==> config.mk <==
export PLATFORM = sky130hd
export DESIGN_NAME = muller_c_formal_harness
export DESIGN_NICKNAME = d
export VERILOG_FILES = /design/src/rtl/muller_c_pkg.sv /design/src/rtl/muller_c_cell.sv /design/src/rtl/muller_c_formal_harness.sv
export SDC_FILE = /design/constraint.sdc
export NUM_CORES = 1
export LEC_CHECK = 0
export CAP_MARGIN = 20
export CORE_MARGIN = 4
export CORE_UTILIZATION = 49
export CTS_CLUSTER_DIAMETER = 80
export DETAILED_ROUTE_END_ITERATION = 10
export HOLD_SLACK_MARGIN = 0.02
export PLACE_DENSITY = 0.82
export SYNTH_ARGS = -nofsm -noshare
export SYNTH_HDL_FRONTEND = slang
export SYNTH_HIERARCHICAL = 1
export SYNTH_SLANG_ARGS = --single-unit
==> constraint.sdc <==
create_clock -name wb_clk_i -period 5.35 [get_ports wb_clk_i]
set_clock_uncertainty 0.1 [all_clocks]
set_input_delay 1.605 -clock wb_clk_i [delete_from_list [all_inputs] [get_ports wb_clk_i]]
set_output_delay 1.605 -clock wb_clk_i [all_outputs]
set_load 0.02 [all_outputs]
==> src/rtl/muller_c_pkg.sv <==
// Shared definitions for the muller_c formal harness.
//   - io_in / io_out bit positions on the user-project pad bus
//   - phase encoding for the 0->1->0 cover tracker
package muller_c_pkg;

  // io_in layout: [2:0] C-element inputs, then the control pins
  localparam int IDX_X_LSB = 0;
  localparam int IDX_CLR   = 3;
  localparam int IDX_SET   = 4;
  localparam int IDX_EN    = 5;

  // io_out layout
  localparam int OUT_Q        = 0;
  localparam int OUT_QN       = 1;
  localparam int OUT_ALL_HIGH = 2;
  localparam int OUT_ALL_LOW  = 3;
  localparam int OUT_COVER    = 4;
  localparam int OUT_VIOL     = 5;

  // IDLE: no input-driven rise since the last clr/set or reset
  // UP  : q rose through the C-element path
  // DONE: q then fell through the C-element path (full cycle seen)
  typedef enum logic [1:0] {
    PH_IDLE = 2'd0,
    PH_UP   = 2'd1,
    PH_DONE = 2'd2
  } phase_e;

endpackage

==> src/rtl/muller_c_cell.sv <==
// N-input Muller C-element, clock-sampled, with clr/set/en.
// Ports:
//   wb_clk_i, wb_rst_i : clock, synchronous active-high reset (q -> 0)
//   x[N_IN-1:0]        : C-element inputs
//   clr, set, en       : clear (highest priority), set, evaluate enable
//   q                  : registered state
//   q_next             : next-state value (feeds the harness counters/flags)
//   all_high, all_low  : input agreement, combinational from x
module muller_c_cell #(
  parameter int N_IN = 3
) (
  input  logic            wb_clk_i,
  input  logic            wb_rst_i,
  input  logic [N_IN-1:0] x,
  input  logic            clr,
  input  logic            set,
  input  logic            en,
  output logic            q,
  output logic            q_next,
  output logic            all_high,
  output logic            all_low
);

  assign all_high = &x;
  assign all_low  = ~(|x);

  // clr > set > en gate > C-element rule; disagreement holds state
  always_comb begin
    q_next = q;
    if (clr)           q_next = 1'b0;
    else if (set)      q_next = 1'b1;
    else if (!en)      q_next = q;
    else if (all_high) q_next = 1'b1;
    else if (all_low)  q_next = 1'b0;
  end

  always_ff @(posedge wb_clk_i) begin
    if (wb_rst_i) q <= 1'b0;
    else          q <= q_next;
  end

endmodule

==> src/rtl/muller_c_formal_harness.sv <==
// Muller C-element wrapped with the protocol checker and cover logic used
// for bounded-cover runs on the muller_c pad inputs.
// Ports:
//   wb_clk_i, wb_rst_i : clock, synchronous active-high reset
//   io_in[5:0]         : [2:0] x, [3] clr, [4] set, [5] en
//   io_out[5:0]        : [0] q, [1] ~q, [2] all_high, [3] all_low,
//                        [4] cover_sticky, [5] viol_sticky
//   io_oeb[5:0]        : tied low, every pad is an output
//   rise_cnt, fall_cnt : saturating q 0->1 / 1->0 transition counters
// Build option: define MULLER_C_ASSERT_EN to compile in the concurrent
// assertions and cover statements. Synthesised logic is the same either way.
module muller_c_formal_harness
  import muller_c_pkg::*;
#(
  parameter int N_IN  = 3,
  parameter int CNT_W = 8
) (
  input  logic             wb_clk_i,
  input  logic             wb_rst_i,
  input  logic [5:0]       io_in,
  output logic [5:0]       io_out,
  output logic [5:0]       io_oeb,
  output logic [CNT_W-1:0] rise_cnt,
  output logic [CNT_W-1:0] fall_cnt
);

  logic            clr, set, en;
  logic [N_IN-1:0] x;
  logic            q, q_next, all_high, all_low;
  logic            rise_inc, fall_inc;
  logic            viol_hit, cover_hit;
  logic            cover_sticky, viol_sticky;
  phase_e          phase_q, phase_nxt;

  // io_in[2:N_IN] are deliberately left out when N_IN < 3
  assign x   = io_in[IDX_X_LSB +: N_IN];
  assign clr = io_in[IDX_CLR];
  assign set = io_in[IDX_SET];
  assign en  = io_in[IDX_EN];

  muller_c_cell #(.N_IN(N_IN)) u_cell (
    .wb_clk_i (wb_clk_i),
    .wb_rst_i (wb_rst_i),
    .x        (x),
    .clr      (clr),
    .set      (set),
    .en       (en),
    .q        (q),
    .q_next   (q_next),
    .all_high (all_high),
    .all_low  (all_low)
  );

  assign rise_inc = q_next & ~q;
  assign fall_inc = ~q_next & q;

  // Only clr/set or agreeing inputs may move q; anything else is a bug
  assign viol_hit = (q_next != q) && !clr && !set && !all_high && !all_low;

  // ---- phase tracker: state register ----
  always_ff @(posedge wb_clk_i) begin
    if (wb_rst_i) phase_q <= PH_IDLE;
    else          phase_q <= phase_nxt;
  end

  // ---- phase tracker: next state ----
  // A fall only completes the cycle if the rise also came from the inputs;
  // a set-driven 1 falling back stays in IDLE.
  always_comb begin
    phase_nxt = phase_q;
    if (clr || set)                       phase_nxt = PH_IDLE;
    else if (en && rise_inc)              phase_nxt = PH_UP;
    else if (en && fall_inc && phase_q == PH_UP) phase_nxt = PH_DONE;
  end

  // ---- phase tracker: output ----
  // Flag on the edge that enters DONE so cover lands with the falling q.
  always_comb begin
    cover_hit = (phase_nxt == PH_DONE);
  end

  // ---- sticky flags and saturating counters ----
  always_ff @(posedge wb_clk_i) begin
    if (wb_rst_i) begin
      cover_sticky <= 1'b0;
      viol_sticky  <= 1'b0;
      rise_cnt     <= '0;
      fall_cnt     <= '0;
    end else begin
      if (cover_hit) cover_sticky <= 1'b1;
      if (viol_hit)  viol_sticky  <= 1'b1;
      if (rise_inc && rise_cnt != '1) rise_cnt <= rise_cnt + 1'b1;
      if (fall_inc && fall_cnt != '1) fall_cnt <= fall_cnt + 1'b1;
    end
  end

  always_comb begin
    io_out               = '0;
    io_out[OUT_Q]        = q;
    io_out[OUT_QN]       = ~q;
    io_out[OUT_ALL_HIGH] = all_high;
    io_out[OUT_ALL_LOW]  = all_low;
    io_out[OUT_COVER]    = cover_sticky;
    io_out[OUT_VIOL]     = viol_sticky;
  end

  assign io_oeb = 6'b000000;

`ifdef MULLER_C_ASSERT_EN
  a_no_change_on_disagree: assert property (
    @(posedge wb_clk_i) disable iff (wb_rst_i)
      (!clr && !set && !all_high && !all_low) |=> $stable(q));

  a_viol_never: assert property (
    @(posedge wb_clk_i) disable iff (wb_rst_i) !viol_sticky);

  a_rise_monotonic: assert property (
    @(posedge wb_clk_i) disable iff (wb_rst_i)
      1'b1 |=> rise_cnt >= $past(rise_cnt));

  a_fall_monotonic: assert property (
    @(posedge wb_clk_i) disable iff (wb_rst_i)
      1'b1 |=> fall_cnt >= $past(fall_cnt));

  c_cover_cycle: cover property (
    @(posedge wb_clk_i) disable iff (wb_rst_i) cover_sticky);

  c_rise_sat: cover property (
    @(posedge wb_clk_i) disable iff (wb_rst_i) rise_cnt == '1);

  c_fall_sat: cover property (
    @(posedge wb_clk_i) disable iff (wb_rst_i) fall_cnt == '1);
`else
  // checker-free build: flags and counters only
`endif

endmodule

After elaboration in Yosys (flattened, before gate mapping). Index checks and enable logic that the tools add are counted.

Bits in writable memories: 0. Output and inout port bits: 28. Register bits after elaboration: 21. Logic and storage cells: 41. Memories: 0. Bits of input ports: 8. ROM bits: 0. Latch bits: 0.

Multipliers: 0. Shift-type cells: 0. Add/subtract/negate cells: 2. Magnitude comparators: 0. Bitwise logic cells: 5. Reduce and logical (&&, ||, !) cells: 15. Mux-type cells: 8. Divide/modulo/power cells: 0. Eq/ne operators: 5.

Operators by type and width (count): 8-bit by 1-bit adder with 8-bit output, second input constant (2); 8-bit inequality test, second input constant (2); 1-bit logical AND (9); 2-bit 2-to-1 mux (3); 1-bit 2-to-1 mux (5); 1-bit logical NOT (3); 1-bit inverter (3); 3-bit AND reduction (1); 3-bit OR reduction (1); 1-bit AND (2); 2-bit by 1-bit == test with 1-bit output, second input constant (1); 2-bit == test, second input constant (1); 1-bit logical OR (1); 1-bit inequality test (1).

Longest topological paths before layout. Gate-level depths: netlist of the first run.

Word-level depth: 14. Mapped depth: 9.

Cells and area by module. Netlist of the first run, hierarchy kept.

Modules (own cells, without submodules): muller_c_formal_harness (area each 1111.1 sq um, instances 1, sequential area each 400.4 sq um, cells an instance 130); muller_c_cell (area each 71.3 sq um, instances 1, sequential area each 20.0 sq um, cells an instance 8).

Least setup slack after synthesis of the first run. OpenSTA, ideal clock, no wires.

Path kind: in2out. From: in io_in[1]. To: out io_out[3]. Path slack: 1.655 ns. Path buffers: 1. Cell stages on the path: 2. Data arrival time: 1.990 ns. Data required time: 3.645 ns. Cell sequence: nor3_1 buf_4.

Cells in the longest elaborated chain, start to end: 2.

Ends and longest elaborated chain: start, declared (RTL line muller_c_formal_harness.sv:20) `input logic [5:0] io_in,`; 3-bit OR reduction (RTL line muller_c_cell.sv:25) `assign all_low = ~(|x);`; 1-bit inverter (RTL line muller_c_cell.sv:25); end, declared (RTL line muller_c_formal_harness.sv:21) `output logic [5:0] io_out,`.

No other way between the ends.

Worst setup path in the final report of the first run. Same ends and word-level chain as after synthesis.

==> results of run 1 <==
[through the flow]
step | power, mW | utilization | instances | area [sq um]
finish | 0.278 | 0.644 | 189 | 1450
CTS | 0.281 | 0.644 | 189 | 1450
global route | 0.293 | 0.644 | 189 | 1450
detailed placement | 0.206 | 0.632 | 185 | 1430
floorplan | 0.194 | - | 143 | 1200
global placement | 0.205 | 0.632 | 185 | 1430
[kinds of logic after synthesis]
group           after synthesis  share of synthesized area
buf+inv                      24                      0.114
mux                           4                     0.0391
other cells                   1                    0.00317
compound gates               37                      0.229
fa+ha+maj                     4                     0.0423
simple gates                 47                      0.217
flops                        21                      0.356
[final cells by class]
| type | instances | area (sq um) |
|---|---|---|
| Multi-Input combinational cell | 98 | 646 |
| Fill cell | 207 | 803 |
| Inverter | 9 | 33.8 |
| Tap cell | 28 | 35.0 |
| Clock buffer | 4 | 26.3 |
| Sequential cell | 21 | 420 |
| Timing Repair Buffer | 29 | 290 |
[sequential cells by signal (all words and copies together), names as in the netlist]
name and cells:
rise_cnt 8, phase_q 2, cover_sticky 1, fall_cnt 8, viol_sticky 1, u_cell/q 1
[synth_stat cells, drive strengths merged]
master	count	area (sq um)
nor3b	4	30.0
a211oi	7	52.6
nor2b	2	12.5
clkinv	2	7.51
a2111oi	2	17.5
buf	14	97.6
o21ai	5	25.0
o2bb2ai	1	8.76
and4b	1	10.0
nor3	5	25.0
a311oi	1	8.76
dfxtp	21	420
ha	4	50.1
or4b	1	10.0
and3	4	26.3
a31oi	4	25.0
nand3	9	45.0
a21oi	8	43.8
or2	1	6.26
o311ai	2	17.5
nand2	10	37.5
nor2	6	22.5
o41ai	2	17.5
and4	2	18.8
inv	7	26.3
mux2	2	26.3
o31a	1	8.76
mux2i	2	20.0
nand4	2	12.5
conb	1	3.75
clkbuf	1	3.75
a41o	1	11.3
a41oi	3	33.8
[tightest hold or removal path, delay by kind of cell (launching register included)]
family	cells	cell delay, ns
AND/OR/NAND/NOR	1	0.08
flip-flops	1	0.34
AO/OA/AOI/OAI	1	0.04
[metal layers]
| layer | track usage | vias up | routed length (um) |
|---|---|---|---|
| li1 | - | 553 | - |
| met2 | 0.281 | 30 | 1280 |
| met5 | 0 | - | 0 |
| met4 | 0.0596 | 0 | 27 |
| met1 | 0.200 | 503 | 1190 |
| met3 | 0.0294 | 4 | 126 |
[power by group through the flow]
stage	sequential, mW	clock (mW)	combinational (mW)
after floorplan	0.167	0	0.0269
after global placement	0.165	0	0.0397
after detailed placement	0.166	0	0.0407
after CTS	0.162	0.0784	0.0409
after global routing	0.163	0.0855	0.0443
final	0.162	0.0748	0.0408
[worst min path at each step]
stage	startpoint	end	slack (ns)	cells after the start
6_report	viol_sticky	viol_sticky	0.39	2
5_1_grt	cover_sticky	cover_sticky	0.41	1
3_3_place_gp	viol_sticky	viol_sticky	0.35	2
3_5_place_dp	cover_sticky	cover_sticky	0.36	1
4_1_cts	cover_sticky	cover_sticky	0.39	1
2_1_floorplan	cover_sticky	cover_sticky	0.33	1
==> flow_summary.yaml, run 1 <==
timing:
  min_period_ns: 4.70
  relSlewSlack: 0.587
  tightest_slew_ns: 0.617
  hold_viol_final: 0
  fin_ws_ns: 0.654
  rsz0062_at_grt: "no"
  min_period_over_period: 0.878
  hold_ws_ns: 0.389
  timing.fmax_ghz: 0.213
  finalSetupViolations: 0
  finalSetupTns_ns: 0
  maxSlewViolCount: 0
drt:
  dr.pass1.iters: 4
  wire_per_inst_um: 13.9
  antenna_left: 0
  vias: 1090
  viasPerCell: 5.77
  drt-initial-drc-count: 7
  routed_wl_um: 2620
  remaining_drc_errors: 0
clock_network:
  ctsHoldBuffers: 0
  cts.repair.resized: 0
  cts_tree: "yes"
  cts-root-buf: "clkbuf_4"
  cts.clk_slew.worst_paths_ns: 0.11
  post_cts_buffers: 0
  cts_max_level: 1
  cts_buffer_depth: 2
  clk_latency_ns: 0.29
  clkSinkCount: 21
  cts_buffers: 3
global_routing:
  grt_use_total: 0.162
  grt_max_degree: 18
  antenna_found_initial: 0
  grt_pass1_wl_um: 4340
  grt_overflow: 0
  grt_pass1_vias: 1015
power:
  power_density_nw_per_um2: 191
  clock_power_share: 0.270
  swShare: 0.259
  p_int_mw: 0.206
  leakagePower_nw: 0.494
  irDropWorstVdd_uv: 137
  p_sw_mw: 0.0718
  comb_power_share: 0.147
  seq_power_share: 0.584
logic_synthesis:
  syn_avg_cell_area_sq_um: 8.57
  syn_inst: 138
  yosysWarnings: 6
  ys_seq_area_frac: 0.356
  synth_cell_types: 39
  ys_seq_elements: 21
  syn_area_sq_um: 1180
floorplanning:
  rows: 17
  ios: 36
  core-area_sq_um: 2250
  die_width_um: 57.1
  die_h_um: 57.1
  dieArea_sq_um: 3260
  start_util: 0.524
hold_path:
  hold_class: "flop to flop"
final_layout:
  final_common_cell: "clkdlybuf4s50_1"
  layout.nets: 174
  layout_common_cells: "29 x clkdlybuf4s50_1, 21 x dfxtp_1, 10 x nand2_1"
  diodes: 0
  area_delta_synth_final_pct: 22.8
  drive_gt1_frac: 0.0559
worst_setup_path:
  end_kind: "output port"
  critPathMaxFanout: 4
  crit_path_frequent_cell: "clkdlybuf4s50_1"
  r2r-end: "fall_cnt[5]"
  cp-start-kind: "input port"
  cp.arrival_ns: 2.99
  ff2ff_setup_slack_ns: 3.24
  crit_buf_inv: 2
  critPathMaxStageDelay_ns: 0.66
  crit_path_end: "io_out[3]"
  startpoint: "io_in[1]"
  path_cells: "clkdlybuf4s50_1 -> nor3_1 -> clkdlybuf4s50_1"
  cp_top_family: "buffers and inverters"
  path_class: "input port to output port"
  r2r_start: "u_cell/q"
  crit_cells: 3
  cp_slowest_cell: "clkdlybuf4s50_1"
  rr_worst_depth: 8
  worst_ep_required_time_ns: 3.65
place:
  hpwl_um: 1990
  place_ws_ns: 0.668
  place.gp.congestion: 0.804
  portBuffers: 29
status:
  status: "finished clean"
run:
  cap_viol_max_count: 0
Note: power is estimated with default switching activity, not from simulation.
==> run 2: changes to the inputs <==
Settings changed: CTS_CLUSTER_DIAMETER 80 to 40.
==> results of run 2 <==
No change in the layout: final DEF, timing and power equal those of run 1.
==> run 3: changes to the inputs <==
Settings changed: CORE_UTILIZATION 49 to 50, CTS_BUF_LIST set to sky130_fd_sc_hd__clkbuf_8, PLACE_DENSITY 0.82 to 0.84.
==> flow_summary.yaml, run 3 (synthesis gave the netlist of run 1 again) <==
drt:
  wl_met3_um: 156
  vias: 1138
  route.met2.wl_um: 1400
  drt-initial-drc-count: 20
  wire_per_inst_um: 14.7
  dr.pass1.iters: 4
  viasPerCell: 6.02
  top_layer: "met4"
  routed_wl_um: 2780
  antenna_left: 0
  m1WireLength_um: 1150
  remaining_drc_errors: 0
timing:
  maxSlewViolCount: 0
  min_period_over_period: 0.882
  hold_ws_ns: 0.380
  finalSetupTns_ns: 0
  rsz0062_at_grt: "no"
  hold_viol_final: 0
  relSlewSlack: 0.570
  fin_ws_ns: 0.633
  min_period_ns: 4.72
  timing.fmax_ghz: 0.212
  finalSetupViolations: 0
  tightest_slew_ns: 0.643
worst_setup_path:
  ff2ff_setup_slack_ns: 3.23
  crit_buf_inv: 2
  cp.arrival_ns: 3.01
  cp_slowest_cell: "clkdlybuf4s50_1"
  critPathMaxFanout: 4
  rr_worst_depth: 8
  end_kind: "output port"
  worst_ep_required_time_ns: 3.65
  cp-start-kind: "input port"
  path_class: "input port to output port"
  r2r_start: "u_cell/q"
  startpoint: "io_in[1]"
  crit_cells: 3
  crit_path_frequent_cell: "clkdlybuf4s50_1"
  r2r-end: "fall_cnt[5]"
  critPathMaxStageDelay_ns: 0.66
  cp_top_family: "buffers and inverters"
  path_cells: "clkdlybuf4s50_1 -> nor3_1 -> clkdlybuf4s50_1"
  crit_path_end: "io_out[3]"
floorplanning:
  ios: 36
  rows: 17
  core-area_sq_um: 2230
  die_width_um: 56.6
  start_util: 0.529
  dieArea_sq_um: 3210
  die_h_um: 56.6
final_layout:
  diodes: 0
  top_regs: "fall_cnt (8), rise_cnt (8), phase_q (2)"
  area_delta_synth_final_pct: 24.3
  layout_common_cells: "29 x clkdlybuf4s50_1, 21 x dfxtp_1, 10 x nand2_1"
  multi_input_area_sq_um: 646
  regArea_sq_um: 420
  drive_gt1_frac: 0.0559
  layout.nets: 174
  fin_util: 0.658
  fillers: 205
  final_common_cell: "clkdlybuf4s50_1"
place:
  hpwl_um: 2020
  portBuffers: 29
  place.gp.congestion: 0.746
  place_ws_ns: 0.639
power:
  irDropWorstVdd_uv: 153
  leakagePower_nw: 0.506
  power_density_nw_per_um2: 209
global_routing:
  grt_use_total: 0.181
  grt_overflow: 0
  grt_pass1_wl_um: 4690
  grt_max_degree: 18
  antenna_found_initial: 0
  grt_pass1_vias: 1095
clock_network:
  cts_tree: "yes"
  cts_buffer_depth: 2
  cts-root-buf: "clkbuf_8"
  ctsHoldBuffers: 0
  clk_latency_ns: 0.26
  post_cts_buffers: 0
  cts.clk_slew.worst_paths_ns: 0.07
  clkSinkCount: 21
  cts_max_level: 1
  cts_buffers: 3
  cts.repair.resized: 0
status:
  status: "finished clean"
hold_path:
  hold_class: "flop to flop"
  hp-start: "viol_sticky"
run:
  cap_viol_max_count: 0
-- run 3: cell count changes in the layout (fill, tap and decap cells not counted), sizes merged --
cell,change
clkbuf,-1
inv,+1
-- run 3: worst reg2reg max path: stages, from the launching register on --
cell       delay, ns
dfxtp_1         0.34
a41o_2          0.24
a21oi_2         0.13
nor2_1          0.08
inv_1           0.06
ha_1            0.31
nand3_1         0.20
a2111oi_0       0.43
nor3b_1         0.09
-- run 3: through the flow --
stage / std cells / area, sq um / power [mW]
after global routing: 189 / 1470 / 0.319
after CTS: 189 / 1470 / 0.310
final: 189 / 1470 / 0.307
after floorplan: 143 / 1200 / 0.194
after detailed placement: 185 / 1430 / 0.206
after global placement: 185 / 1430 / 0.205
-- run 3: final cells by class --
class                      count  share of cell area
sequential                    21               0.286
clock buffer                   3              0.0281
inverter                       9              0.0230
multi-input combinational     98               0.439
clock inverter                 1             0.00255
tap                           28              0.0238
timing repair buffer          29               0.197
-- run 3: worst min-delay path by stage --
stage,end,slack [ns],cells after the start
floorplan,cover_sticky,0.33,1
global placement,viol_sticky,0.35,2
detailed placement,viol_sticky,0.37,2
CTS,viol_sticky,0.38,2
global route,cover_sticky,0.40,1
finish,viol_sticky,0.38,2
-- run 3: report_power, final --
group	leakage [nW]	total [mW]	internal (mW)	switching, mW
logic	0.310	0.0412	0.0179	0.0233
registers	0.170	0.162	0.159	0.00292
clock network	0.0269	0.104	0.0512	0.0528
-- run 3: metal layers --
| layer | vias to the layer above | global-route usage |
|---|---|---|
| li1 | 550 | - |
| met1 | 532 | 0.209 |
| met2 | 47 | 0.314 |
| met3 | 9 | 0.0368 |
| met4 | 0 | 0.0915 |
| met5 | - | 0 |
